## config.mk

```make
export PLATFORM = sky130hd
export DESIGN_NAME = core_input_buf
export DESIGN_NICKNAME = d
export VERILOG_FILES = /design/src/rtl/core_input_buf.sv
export SDC_FILE = /design/constraint.sdc
export NUM_CORES = 1
export LEC_CHECK = 0
export ABC_AREA = 1
export CAP_MARGIN = 10
export CELL_PAD_IN_SITES_DETAIL_PLACEMENT = 2
export CELL_PAD_IN_SITES_GLOBAL_PLACEMENT = 2
export CORE_UTILIZATION = 35
export CTS_CLUSTER_SIZE = 16
export DETAILED_ROUTE_END_ITERATION = 7
export PLACE_DENSITY = 0.77
export SLEW_MARGIN = 20
export SYNTH_ARGS = -nofsm -noshare
export SYNTH_HDL_FRONTEND = slang
export SYNTH_SLANG_ARGS = --single-unit
```

## constraint.sdc

```tcl
create_clock -name CLK -period 7.5 [get_ports CLK]
set_clock_uncertainty 0.2 [all_clocks]
set_input_delay 0.75 -clock CLK [delete_from_list [all_inputs] [get_ports CLK]]
set_output_delay 0.75 -clock CLK [all_outputs]
set_load 0.02 [all_outputs]
```

## src/rtl/core_input_buf.sv

```systemverilog
//------------------------------------------------------------------------------
// Module      : core_input_buf
// Description : Two-slot block buffer in front of one SHA256 core. Slot index
//               is the thread seq bit. Each slot holds DEPTH words of WIDTH
//               bits plus the block op. The upstream fan-out stage fills a
//               slot. The core then claims it, reads it and releases it.
//
// Ports       : CLK, reset         clock / synchronous active-high reset
//               wr_en, wr_addr,    word write into slot wr_seq
//               wr_seq, din
//               wr_blk_op,         block complete for slot wr_seq; op latched
//               set_input_ready
//               slot_empty[1:0]    slot is EMPTY (registered)
//               blk_ready[1:0]     slot is FULL (registered)
//               blk_op0, blk_op1   latched op per slot
//               rd_start, rd_done, claim / release slot rd_seq
//               rd_seq
//               rd_en, rd_addr     word read, dout valid one cycle later
//               dout
//               err                sticky illegal-event flag (only when
//                                  CORE_INPUT_BUF_ERR_EN is defined)
//
// Config      : CORE_INPUT_BUF_ERR_EN enables the err port.
//               BLK_OP_MSB sets the block-op width (default 1 -> 2 bits).
//
// Revision    : 1.0  initial release
//------------------------------------------------------------------------------
`default_nettype none

`ifndef BLK_OP_MSB
`define BLK_OP_MSB 1
`endif

module core_input_buf #(
    parameter int WIDTH = 32,
    parameter int DEPTH = 16
) (
    input  logic                 CLK,
    input  logic                 reset,
    input  logic                 wr_en,
    input  logic [3:0]           wr_addr,
    input  logic                 wr_seq,
    input  logic [WIDTH-1:0]     din,
    input  logic [`BLK_OP_MSB:0] wr_blk_op,
    input  logic                 set_input_ready,
    output logic [1:0]           slot_empty,
    output logic [1:0]           blk_ready,
    output logic [`BLK_OP_MSB:0] blk_op0,
    output logic [`BLK_OP_MSB:0] blk_op1,
    input  logic                 rd_start,
    input  logic                 rd_seq,
    input  logic                 rd_en,
    input  logic [3:0]           rd_addr,
    output logic [WIDTH-1:0]     dout,
    input  logic                 rd_done
`ifdef CORE_INPUT_BUF_ERR_EN
    ,
    output logic                 err
`endif
);

    localparam int c_mem_words = 2 * DEPTH;

    typedef enum logic [1:0] {
        c_st_empty   = 2'd0,
        c_st_filling = 2'd1,
        c_st_full    = 2'd2,
        c_st_reading = 2'd3
    } slot_state_t;

    slot_state_t      r_state     [2];
    slot_state_t      w_state_nxt [2];

    logic [WIDTH-1:0] r_mem [c_mem_words];

    logic [1:0]       w_wr_sel;
    logic [1:0]       w_rd_sel;
    logic             w_wr_ok;
    logic [1:0]       w_op_load;

    // One-hot slot selects for the write side and the read side.
    assign w_wr_sel = wr_seq ? 2'b10 : 2'b01;
    assign w_rd_sel = rd_seq ? 2'b10 : 2'b01;

    // Only EMPTY/FILLING slots accept data; FULL/READING slots are protected.
    assign w_wr_ok = (r_state[wr_seq] == c_st_empty) ||
                     (r_state[wr_seq] == c_st_filling);

    //--------------------------------------------------------------------------
    // Per-slot next-state logic. The two slots are fully independent. This
    // lets a write to one slot and a read claim/release on the other take
    // effect in the same cycle.
    //--------------------------------------------------------------------------
    always_comb begin
        w_op_load = 2'b00;
        for (int n = 0; n < 2; n++) begin
            w_state_nxt[n] = r_state[n];
            case (r_state[n])
                c_st_empty: begin
                    // A zero-word block goes straight to FULL.
                    if (set_input_ready && w_wr_sel[n]) begin
                        w_state_nxt[n] = c_st_full;
                        w_op_load[n]   = 1'b1;
                    end else if (wr_en && w_wr_sel[n]) begin
                        w_state_nxt[n] = c_st_filling;
                    end
                end
                c_st_filling: begin
                    if (set_input_ready && w_wr_sel[n]) begin
                        w_state_nxt[n] = c_st_full;
                        w_op_load[n]   = 1'b1;
                    end
                end
                c_st_full: begin
                    if (rd_start && w_rd_sel[n]) begin
                        w_state_nxt[n] = c_st_reading;
                    end
                end
                c_st_reading: begin
                    // rd_done wins; a same-cycle rd_start only sees EMPTY next cycle.
                    if (rd_done && w_rd_sel[n]) begin
                        w_state_nxt[n] = c_st_empty;
                    end
                end
                default: w_state_nxt[n] = c_st_empty;
            endcase
        end
    end

    //--------------------------------------------------------------------------
    // State and status registers. slot_empty/blk_ready are registered from the
    // next state, so they track the state register exactly.
    //--------------------------------------------------------------------------
    always_ff @(posedge CLK) begin
        if (reset) begin
            for (int n = 0; n < 2; n++) begin
                r_state[n] <= c_st_empty;
            end
            slot_empty <= 2'b11;
            blk_ready  <= 2'b00;
            blk_op0    <= '0;
            blk_op1    <= '0;
        end else begin
            for (int n = 0; n < 2; n++) begin
                r_state[n]    <= w_state_nxt[n];
                slot_empty[n] <= (w_state_nxt[n] == c_st_empty);
                blk_ready[n]  <= (w_state_nxt[n] == c_st_full);
            end
            if (w_op_load[0]) begin
                blk_op0 <= wr_blk_op;
            end
            if (w_op_load[1]) begin
                blk_op1 <= wr_blk_op;
            end
        end
    end

    //--------------------------------------------------------------------------
    // Block storage. Contents survive reset; only the slot states are aborted.
    //--------------------------------------------------------------------------
    always_ff @(posedge CLK) begin
        if (wr_en && w_wr_ok) begin
            r_mem[{wr_seq, wr_addr}] <= din;
        end
    end

    // Registered read. There is no state check, and dout holds when idle.
    always_ff @(posedge CLK) begin
        if (reset) begin
            dout <= '0;
        end else if (rd_en) begin
            dout <= r_mem[{rd_seq, rd_addr}];
        end
    end

`ifdef CORE_INPUT_BUF_ERR_EN
    logic w_illegal;

    assign w_illegal = (wr_en    && !w_wr_ok) ||
                       (rd_start && (r_state[rd_seq] != c_st_full)) ||
                       (rd_done  && (r_state[rd_seq] != c_st_reading));

    always_ff @(posedge CLK) begin
        if (reset) begin
            err <= 1'b0;
        end else if (w_illegal) begin
            err <= 1'b1;
        end
    end
`endif

endmodule

`default_nettype wire
```

Word level (Yosys, flattened, before mapping)
Memory sizes are Yosys's and may differ from the RTL's. A register that Yosys moved wholly into a read port is not among the register bits.
Cells that the tools add are included.

operators by class
  bitwise logic cells = 2
  reduce and logical (&&, ||, !) cells = 17
  eq/ne operators = 9
  mux-type cells = 25

operator list
  kind                  count
  $mux W2               14
  $pmux W2 S4           2
  $eq A2 B2 Y1 const B  6
  $logic_not A2 Y1      5
  $logic_and A1 B1 Y1   9
  $mux W1               9
  $eq A2 B1 Y1 const B  3
  $reduce_or A2 Y1      2
  $or A1 B1 Y1          2
  $logic_or A1 B1 Y1    1

storage, ports and cells
  logic and storage cells = 59
  memory bits (writable) = 1,028
  memories = 2
  register bits = 8
  output and inout bits = 40
  bits of input ports = 51

memory list
  memory   depth  width  rd ports  clocked after Yosys merged registers in  write ports  RTL line  text
  r_mem    32     32     1         1                                        1            74        logic [WIDTH-1:0] r_mem [c_mem_words];
  r_state  2      2      3         0                                        2            71        slot_state_t r_state [2];

Longest topological paths before layout
  word-level depth = 6
  depth in mapped cells = 12
  mapped depth without buffers = 9

Least setup slack after synthesis
OpenSTA, ideal clock, no wires.

  path kind = input -> register
  from = input port wr_seq
  to = memory r_mem[10][0] (enable)
  library setup time = 0.421 ns
  stages = 6
  arrival = 2.963 ns
  required time = 6.879 ns
  buffers on the path = 1
  slack = 3.916 ns
  cells stage by stage = buf_2 -> inv_1 -> nand2_1 -> o21ai_0 -> nand3_1 -> nor2_1

on the way
  word-level cells in the longest chain between the ends = 6
  elaborated cells between the ends (all ways) = 7
  those cells by class = eq/ne (1); mux (2); reduce/logical (3); memory (1)

ends and longest elaborated chain
  what                                                     RTL line  text
  from (decl)                                              42        input logic wr_seq,
  $mem_v2 Z2 W2                                            -
  $eq A2 B1 Y1 / $logic_not A2 Y1 (equally long branches)  87, 86
  $logic_or A1 B1 Y1                                       86        assign w_wr_ok = (r_state[wr_seq] == c_st_empty) ||
  $logic_and A1 B1 Y1                                      162       if (wr_en && w_wr_ok) begin
  $mux W1                                                  162
  $mux W1 (not written as such)                            163       r_mem[{wr_seq, wr_addr}] <= din;
  to (decl)                                                74

Parallel ways exist; a longest one is shown, timed or not.

Worst setup path after layout
  from = input port wr_seq
  to = memory r_mem[7][27] (enable)

The elaborated chain is that of the path after synthesis.

==> flow_summary.json <==
{
  "status": "finished, final reports clean",
  "max-clock-path-buffers": 3,
  "cp.arrival_ns": 4.82,
  "p_switching_mw": 3.18,
  "grt_use_total": 0.242,
  "antenna_left": 0,
  "grt_pass1_wl_mm": 223,
  "ios": 91,
  "place_hpwl_mm": 83.9,
  "rsz0062_at_grt": "false",
  "rows": 128,
  "clockRootBuffer": "clkbuf_16",
  "required_ns": 7.66,
  "syn-instance-count": 3618,
  "end_kind": "register",
  "dieArea_mm2": 0.125,
  "post_drt_wl_per_cell_um": 28.3,
  "cellInternalPower_mw": 9.88,
  "gp_congestion": 0.757,
  "layout_setup_ws_ns": 2.84,
  "tightest_slew_ns": 1.16,
  "met1_length_mm": 63.7,
  "power_frac_comb": 0.066,
  "maxCapViolCount": 0,
  "setup_violations": 0,
  "first_iter_violations": 2570,
  "synth.avg_cell_area_um2": 11.9,
  "core_mm2": 0.122,
  "fin_tns_setup_ns": 0,
  "ctsHoldBuffers": 0,
  "route.met2.wl_mm": 77.9,
  "routed_wl_mm": 152,
  "route.met3.wl_mm": 6.29,
  "die_w_um": 353,
  "finalHoldViolCount": 0,
  "hold_class": "register to register",
  "finalCritPeriodShare": 0.621,
  "fmax_mhz": 215,
  "num-nets-final": 3709,
  "p_per_area_mw_per_mm2": 266,
  "syn-num-nets": 3669,
  "min_period_ns": 4.66,
  "dp_cells": 5166,
  "drive_gt1_frac": 0.0857,
  "start_util": 0.354,
  "instances_no_fill": 5382,
  "via_count": 29596,
  "slew_headroom": 0.227,
  "viasPerCell": 5.50,
  "syn_to_final_growth_pct": 13.8,
  "cts_resized": 0,
  "yosys_warnings": 0,
  "netlist_area_mm2": 0.0431,
  "htreeDepth": 3,
  "switching_share": 0.243,
  "top_layer_used": "met5",
  "die_h_um": 353,
  "ys_ff_latch": 1068,
  "tritoncts": "built",
  "crit_type": "input pin to register",
  "grt-ovfl-total": 0,
  "post_synth_num_cell_types": 25,
  "grt_max_degree": 142,
  "ir_worst_vdd_mv": 0.169,
  "port-buffer-count": 90,
  "postCtsSetupBuffers": 0,
  "clkPwrFrac": 0.427,
  "final-max-slew-violation-count": 0,
  "post-place-ws_ns": 2.20,
  "clk_latency_ns": 0.74,
  "seq_power_share": 0.506,
  "start_kind": "input pin",
  "drtPass1Iterations": 5,
  "num-fill-cells": 12363,
  "antenna_found_initial": 5,
  "p_leak_nw": 17.4,
  "critPathMaxFanout": 17,
  "clk_pin_slew_ns": 0.06,
  "cts_buffers": 114,
  "yosysSeqAreaShare": 0.734,
  "grt_pass1_vias": 32364,
  "drcViolationCount": 0,
  "clock_sinks": 1068
}
-- final cells by class --
cell class,count,area (um^2),share of cell area
antenna,1,2.50,0.0000510
clock buffer,136,3020,0.0615
clock inverter,78,647,0.0132
inverter,16,90.1,0.00184
multi-input combinational,2305,10100,0.206
sequential,1068,31600,0.645
tap,1625,2030,0.0415
timing repair buffer,153,1510,0.0308
-- path summary, 6_finish.rpt --
check                     start           end  slack, ns  cells after the start
setup / recovery         wr_seq  r_mem[7][27]       2.84                      7
hold / removal       blk_op0[0]    blk_op0[0]       0.30                      2
setup reg to reg  r_state[0][1]  r_mem[7][27]       3.27                      4
hold reg to reg      blk_op0[0]    blk_op0[0]       0.30                      2
-- state kept, by name, summed over array words and instances, names as in the netlist --
register	cells
r_mem	1024
dout	32
r_state	4
blk_op0	2
blk_op1	2
blk_ready	2
slot_empty	2
-- Yosys cell counts (all sizes together) --
master  count  area (um^2)
nand2    1332         5000
edfxtp   1024        30700
nand3     842         4210
buf       201         1420
nor2       51          191
dfxtp      44          881
o21ai      36          180
a21oi      35          224
clkbuf     28          105
inv        15         63.8
and2        2         12.5
nor3        2         10.0
a21o        1         7.51
a31oi       1         6.26
a32oi       1         8.76
clkinv      1         3.75
nor4        1         6.26
or2         1         6.26
-- logic make-up (layout without fill, tap and decap cells) --
group | after synthesis | in the layout | share of synthesized area
compound gates | 74 | 74 | 0.00990
buf+inv | 245 | 383 | 0.0369
simple gates | 2231 | 2231 | 0.219
other cells | 0 | 1 | 0
flops | 1068 | 1068 | 0.734
-- layout by cell type, fill, tap and decap left out, types with 3 or more instances in the layout --
cell / instances
buf_2: 28
o21ai_0: 36
a21oi_2: 13
a21oi_1: 22
nor2_1: 19
dfxtp_1: 44
bufinv_16: 6
buf_12: 4
clkinv_2: 36
clkinv_1: 26
nor2_4: 32
clkbuf_16: 114
clkbuf_8: 8
inv_16: 3
buf_4: 50
clkinvlp_4: 3
inv_1: 10
edfxtp_1: 1024
clkdlybuf4s50_1: 57
clkbuf_1: 14
clkinv_16: 3
nand3_1: 842
buf_16: 11
nand2_1: 1332
-- layer usage --
layer / vias up / GRT usage
met4: 4 / 0.0740
met5: - / 0
met1: 15763 / 0.310
li1: 12812 / -
met2: 773 / 0.425
met3: 244 / 0.0302
-- power groups by stage --
stage	registers [mW]	logic, mW	clock network [mW]
after floorplan	6.75	0.460	0
after global placement	6.74	0.824	0
after detailed placement	6.74	0.865	0
after CTS	6.62	0.879	5.65
after global routing	6.61	0.936	5.85
final	6.61	0.867	5.58
-- through the flow --
stage / total power [mW] / instance area (um^2) / hold slack (ns) / utilization
finish: 13.1 / 49000 / 0.298 / 0.402
global placement: 7.56 / 45200 / 0.253 / 0.371
global route: 13.4 / 49000 / 0.305 / 0.402
floorplan: 7.21 / 43100 / 0.330 / -
detailed placement: 7.61 / 45400 / 0.290 / 0.373
CTS: 13.1 / 49100 / 0.299 / 0.403
-- worst max-delay path, stage by stage --
cell             delay [ns]
clkdlybuf4s50_1        0.56
inv_1                  0.16
nand2_1                0.08
o21ai_0                0.75
nand3_1                0.86
nor2_4                 1.07
buf_4                  0.55
Power figures use the tool's default switching activity.
